--- src/rtl/mem_responder.sv ---
// 2**ADDR_W x DATA_W single-port RAM responder with clear sequencer, collision flag and saturating counters.
// Read latency 1 cycle (rd_valid pulse); no backpressure, strobes are silently dropped while busy.
module mem_responder #(
  parameter int ADDR_W         = 5,
  parameter int DATA_W         = 8,
  parameter int CNT_W          = 16,
  parameter int CLEAR_ON_RESET = 1
) (
  input  logic              clk,
  input  logic              reset,
  input  logic [ADDR_W-1:0] addr,
  input  logic [DATA_W-1:0] data_in,
  output logic [DATA_W-1:0] data_out,
  input  logic              read,
  input  logic              write,
  input  logic              clear_req,
  output logic              busy,
  output logic              rd_valid,
  output logic              err_collision,
  output logic [CNT_W-1:0]  wr_count,
  output logic [CNT_W-1:0]  rd_count
);

  localparam int DEPTH = 1 << ADDR_W;

  typedef enum logic {ST_CLEAR, ST_IDLE} state_t;

  state_t              state_q;
  logic [ADDR_W-1:0]   ptr_q;
  logic                busy_q;
  logic [DATA_W-1:0]   data_out_q;
  logic                rd_valid_q;
  logic                err_q;
  logic [CNT_W-1:0]    wr_cnt_q, wr_cnt_d;
  logic [CNT_W-1:0]    rd_cnt_q, rd_cnt_d;
  logic [DATA_W-1:0]   mem_q [DEPTH];

  logic                idle;
  logic                do_wr, do_rd, do_col;
  logic                mem_we;
  logic [ADDR_W-1:0]   mem_waddr;
  logic [DATA_W-1:0]   mem_wdata;

  // clear_req wins over any strobe in the same IDLE cycle
  always_comb begin
    idle   = (state_q == ST_IDLE);
    do_wr  = idle && !clear_req && write && !read;
    do_rd  = idle && !clear_req && read && !write;
    do_col = idle && !clear_req && read && write;
  end

  always_comb begin
    mem_we    = 1'b0;
    mem_waddr = addr;
    mem_wdata = data_in;
    if (!reset) begin
      if (state_q == ST_CLEAR) begin
        mem_we    = 1'b1;
        mem_waddr = ptr_q;
        mem_wdata = '0;
      end else if (do_wr) begin
        mem_we = 1'b1;
      end
    end
  end

  always_comb begin
    wr_cnt_d = wr_cnt_q;
    rd_cnt_d = rd_cnt_q;
    if (do_wr && (wr_cnt_q != {CNT_W{1'b1}})) wr_cnt_d = wr_cnt_q + CNT_W'(1);
    if (do_rd && (rd_cnt_q != {CNT_W{1'b1}})) rd_cnt_d = rd_cnt_q + CNT_W'(1);
  end

  always_ff @(posedge clk) begin
    if (mem_we) mem_q[mem_waddr] <= mem_wdata;
  end

  always_ff @(posedge clk) begin
    if (reset) begin
      state_q    <= (CLEAR_ON_RESET != 0) ? ST_CLEAR : ST_IDLE;
      busy_q     <= (CLEAR_ON_RESET != 0);
      ptr_q      <= '0;
      data_out_q <= '0;
      rd_valid_q <= 1'b0;
      err_q      <= 1'b0;
      wr_cnt_q   <= '0;
      rd_cnt_q   <= '0;
    end else begin
      case (state_q)
        ST_CLEAR: begin
          rd_valid_q <= 1'b0;
          ptr_q      <= ptr_q + ADDR_W'(1);
          if (ptr_q == {ADDR_W{1'b1}}) begin
            state_q <= ST_IDLE;
            busy_q  <= 1'b0;
          end
        end
        default: begin
          rd_valid_q <= do_rd;
          if (do_rd) data_out_q <= mem_q[addr];
          if (do_col) err_q <= 1'b1;
          wr_cnt_q <= wr_cnt_d;
          rd_cnt_q <= rd_cnt_d;
          if (clear_req) begin
            state_q <= ST_CLEAR;
            busy_q  <= 1'b1;
            ptr_q   <= '0;
          end
        end
      endcase
    end
  end

  assign data_out      = data_out_q;
  assign busy          = busy_q;
  assign rd_valid      = rd_valid_q;
  assign err_collision = err_q;
  assign wr_count      = wr_cnt_q;
  assign rd_count      = rd_cnt_q;

endmodule

--- config.mk ---
export PLATFORM = sky130hd
export DESIGN_NAME = mem_responder
export DESIGN_NICKNAME = d
export VERILOG_FILES = /design/src/rtl/mem_responder.sv
export SDC_FILE = /design/constraint.sdc
export NUM_CORES = 1
export LEC_CHECK = 0
export ABC_AREA = 1
export CAP_MARGIN = 30
export CORE_MARGIN = 8
export CORE_UTILIZATION = 30
export CTS_BUF_LIST = sky130_fd_sc_hd__clkbuf_4 sky130_fd_sc_hd__clkbuf_8
export DETAILED_ROUTE_END_ITERATION = 8
export HOLD_SLACK_MARGIN = 0.1
export SYNTH_ARGS = -nofsm -noshare
export SYNTH_HDL_FRONTEND = slang
export SYNTH_SLANG_ARGS = --single-unit
--- constraint.sdc ---
create_clock -name clk -period 2.4 [get_ports clk]
set_input_delay 0.48 -clock clk [delete_from_list [all_inputs] [get_ports clk]]
set_output_delay 0.48 -clock clk [all_outputs]
set_load 0.05 [all_outputs]
### After elaboration in Yosys (flattened, before gate mapping)

Memory sizes are Yosys's and may differ from the RTL's. A register that Yosys moved wholly into a read port is not among the register bits.
Cells that the tools add are included.

| word-level totals | value |
|---|---|
| bits in registers | 41 |
| bits in latches | 0 |
| RAM bits | 256 |
| bits in read-only memories | 0 |
| input bits | 18 |
| word-level logic and storage cells | 51 |
| memories kept | 1 |

| cells by class | value |
|---|---|
| $add $sub $neg | 3 |
| multipliers | 0 |
| divide/modulo/power cells | 0 |
| $lt $le $gt $ge | 0 |
| equal/unequal tests | 4 |
| shifts and indexed selects | 0 |
| muxes and demuxes | 17 |
| bitwise gates (word level) | 1 |
| reduce and logical (&&, ||, !) cells | 18 |

Memories:

| memory | words | width | read ports | clocked after memory_dff | wr ports | line | RTL |
|---|---|---|---|---|---|---|---|
| mem_q | 32 | 8 | 1 | 1 | 1 | 36 | `logic [DATA_W-1:0] mem_q [DEPTH];` |

Operators with widths:

| cell | count |
|---|---|
| adder 16 x 1 -> 16 bit, second input constant | 2 |
| != test 16 bit, second input constant | 2 |
| two-way mux 5 bit | 4 |
| two-way mux 8 bit | 2 |
| two-way mux 1 bit | 11 |
| AND reduction 2 bit | 5 |
| logical AND 1 bit | 8 |
| adder 5 x 1 -> 5 bit, second input constant | 1 |
| equality test 5 bit, second input constant | 1 |
| logical NOT 1 bit | 3 |
| != test 2 bit, second input constant | 1 |
| nonzero test 2 bit | 1 |
| OR reduction 2 bit | 1 |
| inverter 1 bit | 1 |

### Depth between registers and ports, before layout

| depth | value |
|---|---|
| depth after elaboration | 9 |
| mapped depth | 11 |
| gate-level depth less buffers | 11 |

### Worst setup path after synthesis

No wires, ideal clock.

| timing path | value |
|---|---|
| path type | input to register |
| start point | input port addr[0] |
| end point | memory mem_q[0][0], enable pin |
| library setup time | 0.370 ns |
| data arrival time | 1.755 ns |
| required time | 2.030 ns |
| path slack | 0.274 ns |
| stages | 7 |
| cells stage by stage | inv_1 buf_2 buf_2 nor2_1 a21oi_1 nand3_1 nor2_1 |

| between the ends | value |
|---|---|
| cells in the longest elaborated chain, start to end | 2 |

Ends and longest elaborated chain:

| item | line | RTL |
|---|---|---|
| start: declaration | 11 | `input logic [ADDR_W-1:0] addr,` |
| two-way mux 5 bit | 57 | `if (state_q == ST_CLEAR) begin` |
| two-way mux 5 bit * | 56 | `if (!reset) begin` |
| end: declaration | 36 |  |

Mark *: on every way between the ends. The rest lies on a longest branch, timed or not.

### Worst setup path in the final report

| timing path | value |
|---|---|
| start point | register wr_cnt_q[7] (netlist: wr_count[7]) |
| end point | output port wr_count[7] |

RTL lines:

| item | line | RTL |
|---|---|---|
| start: declaration | 34 | `logic [CNT_W-1:0] wr_cnt_q, wr_cnt_d;` |
| start signal: assignment | 102 | `wr_cnt_q <= wr_cnt_d;` |
| end: declaration | 20 | `output logic [CNT_W-1:0] wr_count,` |

No word-level cell between the ends.

==> flow_summary.json <==
{
  "status": "complete, no violations",
  "pre_cts_slack_ps": -415.6,
  "synth_area_um2": 12920,
  "tns_ps": 0,
  "layout.nets": 1413,
  "ys_types": 39,
  "crit_required_ps": 1920,
  "seq_area_um2": 8668,
  "dieArea_um2": 49950,
  "holdBufCountCts": 0,
  "hpwl_um": 21290,
  "finClkSkew_ps": 16.05,
  "cts_post_setup_buffers_inserted": 0,
  "drt-total-wl_um": 33490,
  "drt-pass1-iter-count": 5,
  "cts_root_buf": "clkbuf_8",
  "cts_buffer_depth": 3,
  "wire_per_inst_um": 16.99,
  "rows": 76,
  "cap_viol_max_count": 0,
  "grt_max_degree": 129,
  "die_x_um": 223.5,
  "synth_area_per_cell_um2": 10.24,
  "syn_nets": 1283,
  "slowest_stage": "clkdlybuf4s50_1",
  "synth_area_leader_cell": "edfxtp_1",
  "synthArstFlopShare": 0,
  "whs_ps": 448.4,
  "fmax_mhz": 427.6,
  "n_fill_cell": 4202,
  "ant_nets": 0,
  "num_antenna_cells": 0,
  "syn2layout_area_growth_pct": 22.14,
  "path_cells": "clkdlybuf4s50_1",
  "ys_warn_count": 0,
  "drv_slew": 0,
  "core_area_um2": 42790,
  "setup_ws_ps": 61.30,
  "drc": 0,
  "synthFlopType": "edfxtp_1",
  "clk_latency_ps": 560,
  "multi_input_area_um2": 3807,
  "synthCells": 1261,
  "yosys.area.top_type_share": 0.5952,
  "worstHoldPathType": "reg2reg",
  "port_buffers": 60,
  "finalCritPeriodShare": 0.9745,
  "cts.reportedPaths.clkPinSlew_ps": 60,
  "power_density_nw_per_um2": 728.8,
  "worstSetupEndpointType": "primary output",
  "cp_top_family": "buffers and inverters",
  "p_leak_nw": 5.869,
  "htreeDepth": 2,
  "worst_pin_slew_ps": 789.8,
  "hold_viol": 0,
  "finalSetupViolations": 0,
  "place_area_um2": 14670,
  "antenna_found_initial": 1,
  "post_cts_resized": 1,
  "fp.dieH_um": 223.5,
  "netlist_top_cells_area": "edfxtp_1 60%, nand2_1 12%, nand3_1 9.1%",
  "cpPeakStageDelay_ps": 850,
  "grt_pass1_wl_um": 51870,
  "crit_type": "reg2out",
  "min_period_ps": 2339,
  "cts_sinks": 305,
  "start_util": 0.3018,
  "synth_edf_count": 256,
  "drive_gt1_frac": 0.1298,
  "grt-ovfl-total": 0,
  "seq_area_frac_synth": 0.6711,
  "drtIter0Drc": 793,
  "grt_usage": 0.1311,
  "crit_buf_inv": 1,
  "cp-start-kind": "register",
  "grt_pass1_vias": 9310,
  "gp_congestion": 0.8359,
  "finalInstanceArea_um2": 15780,
  "io_pins": 61,
  "maxSlewHeadroom": 0.4715,
  "viasPerCell": 4.811,
  "numCtsBuffers": 51,
  "cp_max_fo": 5,
  "cts_tree": "yes",
  "ir_drop_mv": 0.3013,
  "dr_total_vias": 9483,
  "ys_ff_latch": 305,
  "arrival_ps": 1860
}
## stage by stage
step | cells | power, mW | utilization
3_3_place_gp | 1884 | 6.653 | 0.3429
4_1_cts | 1971 | 11.62 | 0.3684
5_1_grt | 1971 | 11.92 | 0.3687
2_1_floorplan | 1261 | 6.313 | -
3_5_place_dp | 1884 | 6.659 | 0.3429
6_report | 1971 | 11.50 | 0.3687
## worst paths after layout
check | end | slack, ps | cells past startpoint | start
max | wr_count[7] | 60 | 1 | wr_count[7]
max reg2reg | mem_q[22][0] | 140 | 7 | idle
min reg2reg | busy | 450 | 2 | busy
min | busy | 450 | 2 | busy
## cell type report
| cell class | count | share of cell area |
|---|---|---|
| timing repair buffer | 139 | 0.08446 |
| clock inverter | 21 | 0.01531 |
| sequential | 305 | 0.5494 |
| tap | 546 | 0.04330 |
| multi-input combinational | 845 | 0.2413 |
| inverter | 49 | 0.01213 |
| clock buffer | 66 | 0.05401 |
## cells in the final DEF, fill, tap and decap left out, drive strengths merged
master,instances
dfxtp,49
clkinv,18
o21a,1
clkdlybuf4s50,53
inv,46
nor3,11
o31ai,1
xor2,5
o21ai,25
buf,81
xnor2,8
bufinv,6
o21bai,1
nor3b,1
dlymetal6s2s,4
and3,3
a21oi,37
nor2,79
nand3,234
clkbuf,66
a32o,2
edfxtp,256
and2,1
dlygate4sd2,1
nand3b,2
ha,4
nor4,1
nand4,5
or2,3
nand2,421
## Yosys cell counts, types with 2 or more instances
cell type	number
buf_2	17
nand2_4	2
nand4_1	5
xor2_1	5
xnor2_1	8
nor3_1	10
inv_1	42
o21ai_0	23
buf_1	11
a32o_1	2
nand2_1	419
ha_1	4
or2_2	2
clkbuf_1	31
dfxtp_1	49
nand3_1	234
nor2_1	77
a21oi_1	33
nand3b_1	2
a21oi_2	4
o21ai_1	2
edfxtp_1	256
and3_1	3
buf_6	2
inv_2	4
## cells by family after synthesis
logic type,after synthesis,synth area share
flops,305,0.6711
xor+xnor,13,0.008815
compound gates,67,0.02848
fa+ha+maj,4,0.003875
simple gates,761,0.2519
buf+inv,111,0.03584
## metal layers
| metal | global-route usage | up-vias | part of all wire |
|---|---|---|---|
| met5 | 0 | - | 0.00036 |
| met4 | 0.04163 | 2 | 0.022 |
| met3 | 0.02495 | 57 | 0.061 |
| met2 | 0.2182 | 299 | 0.48 |
| met1 | 0.1707 | 4544 | 0.44 |
| li1 | - | 4581 | - |
## state kept, by name, indices dropped and copies added, names as in the netlist
name,cells
busy,1
mem_q,256
rd_valid,1
wr_count,16
data_out,8
ptr_q,5
idle,1
rd_count,16
err_collision,1
## power by group
group / total (mW) / switching [mW] / internal, mW
clock: 4.95 / 2.01 / 2.94
combinational: 0.748 / 0.514 / 0.234
sequential: 5.80 / 0.0151 / 5.79
No activity file was read; power rests on OpenSTA's default activity.
